File: src/rtl/conv_row_sequencer_pkg.sv
// Package shared by the convolution row sequencer and its counter.
// Holds the sequencer state encoding, the counter width helper and the
// width of the optional stall counter (CONV_SEQ_PERF_EN builds only).
package conv_seq_pkg;

  localparam int SEQ_PERF_W = 32;

  typedef enum logic [1:0] {
    ST_IDLE    = 2'd0,
    ST_STREAM  = 2'd1,
    ST_ROW_GAP = 2'd2,
    ST_PAD_ROW = 2'd3
  } conv_seq_state_e;

  // Bits needed to hold values 0..n-1, never less than one bit.
  function automatic int seq_cnt_w(input int n);
    return (n <= 1) ? 1 : $clog2(n);
  endfunction

endpackage

File: src/rtl/conv_row_sequencer_wrap_counter.sv
// wrap_counter: modulo-MODULUS counter with enable, synchronous clear and
// terminal-count flag.
// Ports:
//   clk, rstn  clock, asynchronous active-low reset
//   i_en       advance by one (wraps to 0 after MODULUS-1)
//   i_clr      synchronous clear, takes priority over i_en
//   o_cnt      current count
//   o_tc       count is at MODULUS-1
module wrap_counter
  import conv_seq_pkg::*;
#(
  parameter int MODULUS = 4,
  parameter int W       = seq_cnt_w(MODULUS)
) (
  input  logic         clk,
  input  logic         rstn,
  input  logic         i_en,
  input  logic         i_clr,
  output logic [W-1:0] o_cnt,
  output logic         o_tc
);

  logic [W-1:0] r_cnt;

  assign o_cnt = r_cnt;
  assign o_tc  = (r_cnt == W'(MODULUS - 1));

  always_ff @(posedge clk or negedge rstn) begin
    if (!rstn) begin
      r_cnt <= '0;
    end else if (i_clr) begin
      r_cnt <= '0;
    end else if (i_en) begin
      r_cnt <= o_tc ? '0 : r_cnt + 1'b1;
    end
  end

endmodule

File: src/rtl/conv_row_sequencer.sv
// conv_row_sequencer: frame sequencer for the convolution input path.
// Turns a raster pixel stream into line_buffer_controller strobes, inserts a
// KER_SIZE-cycle drain gap after every row, synthesises PAD bottom zero rows
// and qualifies each column with window-valid and top/bottom padding masks.
// Optional feature macro: CONV_SEQ_PERF_EN adds the 32-bit stall_cycles port.
// Ports:
//   clk, rstn          clock, asynchronous active-low reset
//   start              frame start pulse (IDLE only)
//   in_valid/in_ready  upstream pixel handshake
//   out_ready          downstream can take a column this cycle
//   lb_valid           column strobe to the line buffer
//   lb_row_complete    one-cycle pulse in the first gap cycle of each row
//   pad_fill           current column is a synthesised zero
//   window_valid       column completes a legal output row window
//   top_pad_mask       kernel rows above row 0 (bit 0 = oldest row)
//   bottom_pad_mask    kernel rows below the last input row
//   row_idx            current sequencer row
//   busy               not IDLE
//   stall_cycles       STREAM cycles without an accept (CONV_SEQ_PERF_EN)
//   frame_done         one-cycle pulse in the first IDLE cycle after a frame
module conv_row_sequencer
  import conv_seq_pkg::*;
#(
  parameter int KER_SIZE    = 3,
  parameter int INPUT_X_DIM = 3,
  parameter int INPUT_Y_DIM = 3,
  parameter int PAD         = 1
) (
  input  logic                                      clk,
  input  logic                                      rstn,
  input  logic                                      start,
  input  logic                                      in_valid,
  output logic                                      in_ready,
  input  logic                                      out_ready,
  output logic                                      lb_valid,
  output logic                                      lb_row_complete,
  output logic                                      pad_fill,
  output logic                                      window_valid,
  output logic [KER_SIZE-1:0]                       top_pad_mask,
  output logic [KER_SIZE-1:0]                       bottom_pad_mask,
  output logic [seq_cnt_w(INPUT_Y_DIM+PAD+1)-1:0]   row_idx,
  output logic                                      busy,
`ifdef CONV_SEQ_PERF_EN
  output logic [SEQ_PERF_W-1:0]                     stall_cycles,
`endif
  output logic                                      frame_done
);

  localparam int RW        = seq_cnt_w(INPUT_Y_DIM + PAD + 1);
  localparam int CW        = seq_cnt_w(INPUT_X_DIM);
  localparam int GW        = seq_cnt_w(KER_SIZE);
  localparam int WIN_FIRST = KER_SIZE - 1 - PAD;
  localparam int LAST_ROW  = INPUT_Y_DIM + PAD - 1;
  localparam logic signed [RW:0] ZERO_S = '0;
  localparam logic signed [RW:0] YDIM_S = (RW+1)'(INPUT_Y_DIM);

  if (KER_SIZE - 1 < PAD) begin : g_bad_pad
    $error("conv_row_sequencer: PAD must not exceed KER_SIZE-1");
  end
  if (INPUT_X_DIM < 1 || INPUT_Y_DIM < 1) begin : g_bad_dim
    $error("conv_row_sequencer: INPUT_X_DIM and INPUT_Y_DIM must be >= 1");
  end

  conv_seq_state_e r_state;
  logic [RW-1:0]   r_row;
  logic            r_frame_done;

  logic            w_start_acc;
  logic            w_accept;
  logic            w_col_en;
  logic            w_col_tc;
  logic            w_row_end;
  logic            w_gap_en;
  logic            w_gap_tc;
  logic [GW-1:0]   w_gap_cnt;
  // Only the column counter's terminal flag steers the FSM; the position
  // itself has no consumer.
  logic [CW-1:0]   w_col_cnt_unused;

  assign w_start_acc = (r_state == ST_IDLE) && start;
  assign w_accept    = (r_state == ST_STREAM) && in_valid && out_ready;
  assign w_col_en    = w_accept || ((r_state == ST_PAD_ROW) && out_ready);
  assign w_row_end   = w_col_en && w_col_tc;
  assign w_gap_en    = (r_state == ST_ROW_GAP);

  // Both counters wrap to zero on their own at row/gap end, so the only
  // explicit clear needed is at frame start.
  wrap_counter #(.MODULUS(INPUT_X_DIM), .W(CW)) u_col_cnt (
    .clk   (clk),
    .rstn  (rstn),
    .i_en  (w_col_en),
    .i_clr (w_start_acc),
    .o_cnt (w_col_cnt_unused),
    .o_tc  (w_col_tc)
  );

  wrap_counter #(.MODULUS(KER_SIZE), .W(GW)) u_gap_cnt (
    .clk   (clk),
    .rstn  (rstn),
    .i_en  (w_gap_en),
    .i_clr (w_start_acc),
    .o_cnt (w_gap_cnt),
    .o_tc  (w_gap_tc)
  );

  always_ff @(posedge clk or negedge rstn) begin
    if (!rstn) begin
      r_state      <= ST_IDLE;
      r_row        <= '0;
      r_frame_done <= 1'b0;
    end else begin
      r_frame_done <= 1'b0;
      case (r_state)
        ST_IDLE: begin
          if (start) begin
            r_state <= ST_STREAM;
            r_row   <= '0;
          end
        end
        ST_STREAM, ST_PAD_ROW: begin
          if (w_row_end) r_state <= ST_ROW_GAP;
        end
        ST_ROW_GAP: begin
          if (w_gap_tc) begin
            r_row <= r_row + 1'b1;
            if (r_row == RW'(LAST_ROW)) begin
              r_state      <= ST_IDLE;
              r_frame_done <= 1'b1;
            end else if (int'(r_row) + 1 >= INPUT_Y_DIM) begin
              r_state <= ST_PAD_ROW;
            end else begin
              r_state <= ST_STREAM;
            end
          end
        end
        default: r_state <= ST_IDLE;
      endcase
    end
  end

  assign in_ready        = (r_state == ST_STREAM) && out_ready;
  assign pad_fill        = (r_state == ST_PAD_ROW) && out_ready;
  assign lb_valid        = w_accept || pad_fill;
  assign lb_row_complete = w_gap_en && (w_gap_cnt == '0);
  assign busy            = (r_state != ST_IDLE);
  assign frame_done      = r_frame_done;
  assign row_idx         = r_row;
  assign window_valid    = lb_valid && (int'(r_row) >= WIN_FIRST);

  // Input row covered by kernel row k, relative to row 0:
  // row_idx - (KER_SIZE-1) + k, i.e. o - PAD + k.
  function automatic logic signed [RW:0] krow_rel(input logic [RW-1:0] row,
                                                  input int k);
    return $signed({1'b0, row}) - $signed((RW+1)'(KER_SIZE - 1))
           + $signed((RW+1)'(k));
  endfunction

  always_comb begin
    top_pad_mask    = '0;
    bottom_pad_mask = '0;
    for (int k = 0; k < KER_SIZE; k++) begin
      top_pad_mask[k]    = window_valid && (krow_rel(r_row, k) < ZERO_S);
      bottom_pad_mask[k] = window_valid && (krow_rel(r_row, k) >= YDIM_S);
    end
  end

`ifdef CONV_SEQ_PERF_EN
  logic [SEQ_PERF_W-1:0] r_stall;

  always_ff @(posedge clk or negedge rstn) begin
    if (!rstn) begin
      r_stall <= '0;
    end else if (w_start_acc) begin
      r_stall <= '0;
    end else if ((r_state == ST_STREAM) && !w_accept && (r_stall != '1)) begin
      r_stall <= r_stall + 1'b1;
    end
  end

  assign stall_cycles = r_stall;
`endif

endmodule

File: config.mk
export PLATFORM = sky130hd
export DESIGN_NAME = conv_row_sequencer
export DESIGN_NICKNAME = d
export VERILOG_FILES = /design/src/rtl/conv_row_sequencer_pkg.sv /design/src/rtl/conv_row_sequencer_wrap_counter.sv /design/src/rtl/conv_row_sequencer.sv
export SDC_FILE = /design/constraint.sdc
export NUM_CORES = 1
export LEC_CHECK = 0
export CAP_MARGIN = 20
export CORE_UTILIZATION = 35
export CTS_BUF_LIST = sky130_fd_sc_hd__clkbuf_2
export DETAILED_ROUTE_END_ITERATION = 8
export GPL_TIMING_DRIVEN = 0
export PLACE_DENSITY = 0.74
export SETUP_SLACK_MARGIN = 0.02
export SLEW_MARGIN = 20
export SYNTH_ARGS = -nofsm -noshare
export SYNTH_HDL_FRONTEND = slang
export SYNTH_SLANG_ARGS = --single-unit
export TNS_END_PERCENT = 100
File: constraint.sdc
create_clock -name clk -period 2 [get_ports clk]
set_input_delay 0.3 -clock clk [delete_from_list [all_inputs] [get_ports clk]]
set_output_delay 0.3 -clock clk [all_outputs]
set_load 0.02 [all_outputs]
# After elaboration in Yosys (flattened, before gate mapping)
# Cells that the tools add are included.
totals:
  output_inout_bits: 16
  ff_bits: 10
op_classes:
  n_eq_ne: 9
  n_mux: 18
  n_reduce_logical: 24
  order_cmp: 8
  addsub: 7
ops:
  columns: ["op", "count"]
  rows:
  - ["$mux 2", 11]
  - ["$logic_and 1x1->1", 14]
  - ["$ge 4x3->1 const B", 3]
  - ["$lt 4x1->1 const B", 3]
  - ["$eq 2x2->1 const B", 4]
  - ["$reduce_bool 2->1", 4]
  - ["$mux 3", 2]
  - ["$pmux 2 s3", 1]
  - ["$pmux 3 s2", 1]
  - ["$reduce_and 3->1", 2]
  - ["$add 2x1->2 const B", 2]
  - ["$add 3x1->4 const B", 1]
  - ["$add 4x2->4 const B", 1]
  - ["$add 4x3->4 const B", 1]
  - ["$ge 4x2->1 const B", 1]
  - ["$logic_not 2->1", 2]
  - ["$ne 2x2->1 const B", 2]
  - ["$sub 3x2->4 const B", 1]
  - ["$add 3x1->3 const B", 1]
  - ["$eq 3x2->1 const B", 1]
  - ["$ge 3x1->1 const B", 1]
  - ["$mux 1", 3]
  - ["$eq 2x1->1 const B", 1]
  - ["$ne 2x1->1 const B", 1]
  - ["2 further kinds", 2]

# Longest topological paths before layout
# Gate-level depths: netlist (run 1).
depth:
  ltp_word: 7
  depth_mapped: 5
  depth_no_buf: 5

# Hierarchy
# Synthesis (run 1) repeated with hierarchy kept, for this count alone.
hier_totals:
  hier_cells: 81
  hier_area_um2: 760.7
modules_own_cells:
  columns: ["mod", "n_inst", "cells_each", "seq_area_each_um2", "area_each_um2"]
  rows:
  - ["conv_row_sequencer", 1, 63, 150.1, 570.5]
  - ["wrap_counter", 2, 9, 50.0, 95.1]

# Least setup slack after synthesis (run 1)
# Ideal clock, no wire load.
synth_path:
  path_kind: "reg2out"
  start: "register r_row[1], in the netlist row_idx[1]"
  end: "output port bottom_pad_mask[1]"
  path_buffers: 0
  required_time_ps: 1700
  path_stages_with_launch: 6
  arrival_time_ps: 1673
  slack_ps: 27
  path_cell_list: "dfrtp_1 inv_1 ha_1 fa_1 inv_1 o221a_2"
synth_between:
  elab_chain_cells: 4
  elab_cells_between_ends: 6
synth_lines:
  columns: ["item", "line", "source"]
  rows:
  - ["start, declared", "conv_row_sequencer.sv:65", "logic [RW-1:0] r_row;"]
  - ["start signal, assigned", "conv_row_sequencer.sv:125", "r_row <= r_row + 1'b1;"]
  - ["$sub 3x2->4", "conv_row_sequencer.sv:154", "return $signed({1'b0, row}) - $signed((RW+1)'(KER_SIZE - 1))"]
  - ["$add 4x2->4", "conv_row_sequencer.sv:155", "+ $signed((RW+1)'(k));"]
  - ["$ge 4x3->1", "conv_row_sequencer.sv:163", "bottom_pad_mask[k] = window_valid && (krow_rel(r_row, k) >= YDIM_S);"]
  - ["$logic_and 1x1->1 (*)", "conv_row_sequencer.sv:163", null]
  - ["end, declared", "conv_row_sequencer.sv:40", "output logic [KER_SIZE-1:0] bottom_pad_mask,"]
# Every way passes the cells marked *; elsewhere a longest branch is shown, timed or not.

# Worst setup path after layout (run 1)
layout_path:
  start: "register r_row[0], in the netlist row_idx[0]"
  end: "output port bottom_pad_mask[1]"
# The elaborated chain is that of the path after synthesis.

==> results of run 1 <==
## state kept, by name, summed over array words and instances, names as in the netlist
signal,count
u_col_cnt.o_cnt,2
row_idx,3
u_gap_cnt.o_cnt,2
frame_done,1
r_state,2
## power by group through the flow
stage | sequential [mW] | clock, mW | combinational [mW]
after floorplan | 0.371 | 0 | 0.448
after global placement | 0.362 | 0 | 0.674
after detailed placement | 0.366 | 0 | 0.689
after CTS | 0.343 | 0.108 | 0.743
after global routing | 0.359 | 0.120 | 0.851
final | 0.350 | 0.104 | 0.767
## layer usage
metal	share of wire (%)	up-vias	track usage, %	wire length [um]
li1	-	298	-	-
met1	47	295	18.9	665
met2	49	15	25.8	704
met3	4.2	0	6.92	60
met4	0	0	1.71	0
met5	0	-	0	0
## final cells by class
| class | instances | area share (%) |
|---|---|---|
| Timing Repair Buffer | 28 | 24.2 |
| Clock buffer | 3 | 1.46 |
| Sequential cell | 10 | 24.6 |
| Buffer | 3 | 2.56 |
| Inverter | 8 | 3.17 |
| Multi-Input combinational cell | 47 | 40.9 |
| Tap cell | 25 | 3.05 |
## stage by stage
stage / util [%] / power [mW] / cell area (um2) / hold WS (ns) / setup slack, ns
detailed placement: 51.4 / 1.05 / 936 / 0.554 / -0.375
floorplan: - / 0.820 / 714 / 0.00441 / 0.0273
global placement: 51.4 / 1.04 / 936 / 0.548 / -0.366
global route: 56.4 / 1.33 / 1030 / 0.372 / -0.0994
CTS: 54.0 / 1.19 / 982 / 0.365 / -0.0605
finish: 56.4 / 1.22 / 1030 / 0.355 / -0.0148
## what timing repair did
action,CTS,global route
gates resized for setup,21,9
hold buffers,0,0
pin swaps,1,1
buffers inserted,5,4
endpoints found under the setup margin,7,10
gates cloned,0,0
## path summary, 6_finish.rpt
kind	end	slack [ns]	cells past startpoint
max in group asynchronous	row_idx[0]	1.32	1
max reg2reg	r_state[1]	0.41	7
max	bottom_pad_mask[1]	-0.01	5
min reg2reg	u_col_cnt.o_cnt[1]	0.56	2
min	frame_done	0.35	1
min in group clk	u_col_cnt.o_cnt[0]	0.54	4
## Yosys cell counts (all sizes together) (2+ instances only)
| master | number |
|---|---|
| dfrtp | 10 |
| buf | 3 |
| nor3b | 3 |
| and3 | 2 |
| a22o | 3 |
| o21ai | 2 |
| a21oi | 3 |
| nor2 | 3 |
| and2 | 3 |
| ha | 6 |
| nand2 | 4 |
| inv | 8 |
## cells by family after synthesis
kind of cell / Yosys count / share of synthesized area [%]
AO/OA/AOI/OAI: 14 / 16.8
XOR/XNOR: 1 / 1.23
adder cells (fa/ha/maj): 7 / 13.3
buffers and inverters: 11 / 7.88
flip-flops: 10 / 35.0
multiplexers: 1 / 2.10
other: 1 / 0.525
AND/OR/NAND/NOR: 23 / 23.1
==> impl_metrics.json, run 1 <==
{
  "track_usage_pct": 15.4,
  "crit_fanout": 2,
  "ff_latch_area_um2": 253,
  "ir_drop_v": 0.000587,
  "status": "finished, violations left",
  "grt_max_degree": 11,
  "place_hpwl_mm": 1.09,
  "required_ns": 1.70,
  "pwr-share-comb_pct": 62.8,
  "worstSetupStartpoint": "row_idx[0]",
  "min_path_type": "primary input to async pin",
  "power.switching_mw": 0.516,
  "io_pins": 21,
  "final_cell_mix": "buf_4, clkdlybuf4s50_1, dfrtp_1",
  "num_antenna_cells": 0,
  "port_buffers": 19,
  "viasPerCell": 4.90,
  "synth_cells": 68,
  "clock_power_share_pct": 8.5,
  "synth-edff-count": 0,
  "drtAntennaViolNets": 0,
  "synthToLayoutAreaGrowth_pct": 43.8,
  "multi_input_area_um2": 420,
  "ys_types": 37,
  "vias": 608,
  "cpLargestDelayFamily": "adder cells",
  "fin_worst_skew_ns": 0.00307,
  "cts_tree": "done",
  "antenna_found_initial": 0,
  "cts_buffer_depth": 2,
  "first_pass_iters": 2,
  "synth.area.top_cells": "dfrtp_1, ha_1, inv_1",
  "worstSetupPathType": "flip-flop to primary output",
  "synthArstFlopShare_pct": 100,
  "root_buffer": "clkbuf_2",
  "start_util_pct": 39.2,
  "ys_seq_elements": 10,
  "cp_num_buf_inv": 2,
  "yosysWarningCount": 0,
  "wl_per_cell_um": 11.5,
  "die-area_um2": 2230,
  "start_kind": "flip-flop",
  "syn_area_um2": 714,
  "final_nets": 113,
  "drv_slew": 0,
  "synth_ff_type": "dfrtp_1",
  "synth_nets": 80,
  "hold_violations": 0,
  "grt_first_pass_wirelength_mm": 2.30,
  "max_stage_delay_ns": 0.47,
  "fmax_ghz": 0.496,
  "wl_mm": 1.43,
  "gp_congestion": 0.797,
  "timing.rr.start": "row_idx[1]",
  "crit_chain": "ha_4, fa_1, inv_1, o221a_2, buf_6",
  "cts.sinks": 10,
  "failed_checks": "setup timing",
  "fin_crit_sh_pct": 101,
  "htree_levels": 1,
  "netlist.area_leader.share_pct": 35.0,
  "clk_latency_ns": 0.25,
  "dp.cells": 112,
  "die_w_um": 47.2,
  "route.detailed.drc": 0,
  "final_layout_size_suffix_gt1_share_pct": 34.3,
  "finalCriticalPeriod_ns": 2.01,
  "finalNonFillerCells": 124,
  "synth_top_area_cell": "dfrtp_1",
  "endpoint_kind": "primary output",
  "rsz0062_at_grt": "yes",
  "timing.max_cap.violations": 0,
  "core_region_area_um2": 1820,
  "avgSynthCellArea_um2": 10.5,
  "p_per_area_nw_per_um2": 1190,
  "p_leak_nw": 0.514,
  "post-route-worst-setup-slack_ns": -0.0148,
  "fillers": 158,
  "arrival_ns": 1.71,
  "finalSetupTns_ns": -0.0148,
  "intPower_mw": 0.705,
  "swShare_pct": 42.3,
  "yosysSeqAreaShare_pct": 35.0,
  "p_seq_share_pct": 28.7,
  "drtIter0Drc": 1,
  "grt_pass1_vias": 534,
  "clk_pin_slew_ns": 0.09,
  "setup_violations": 1,
  "slowest_stage": "fa_1",
  "cts_buffers": 3,
  "die_y_um": 47.2,
  "grt-ovfl-total": 0,
  "rows": 15
}
No activity file was read; power rests on OpenSTA's default activity.
==> run 2, diff against run 1 <==
--- a/config.mk
+++ b/config.mk
@@ -5,6 +5,7 @@
 export SDC_FILE = /design/constraint.sdc
 export NUM_CORES = 1
 export LEC_CHECK = 0
+export ABC_CLOCK_PERIOD_IN_PS = 2000
 export CAP_MARGIN = 20
 export CORE_UTILIZATION = 35
 export CTS_BUF_LIST = sky130_fd_sc_hd__clkbuf_2
==> results of run 2 <==
No change in the layout: final DEF, timing and power equal those of run 1.
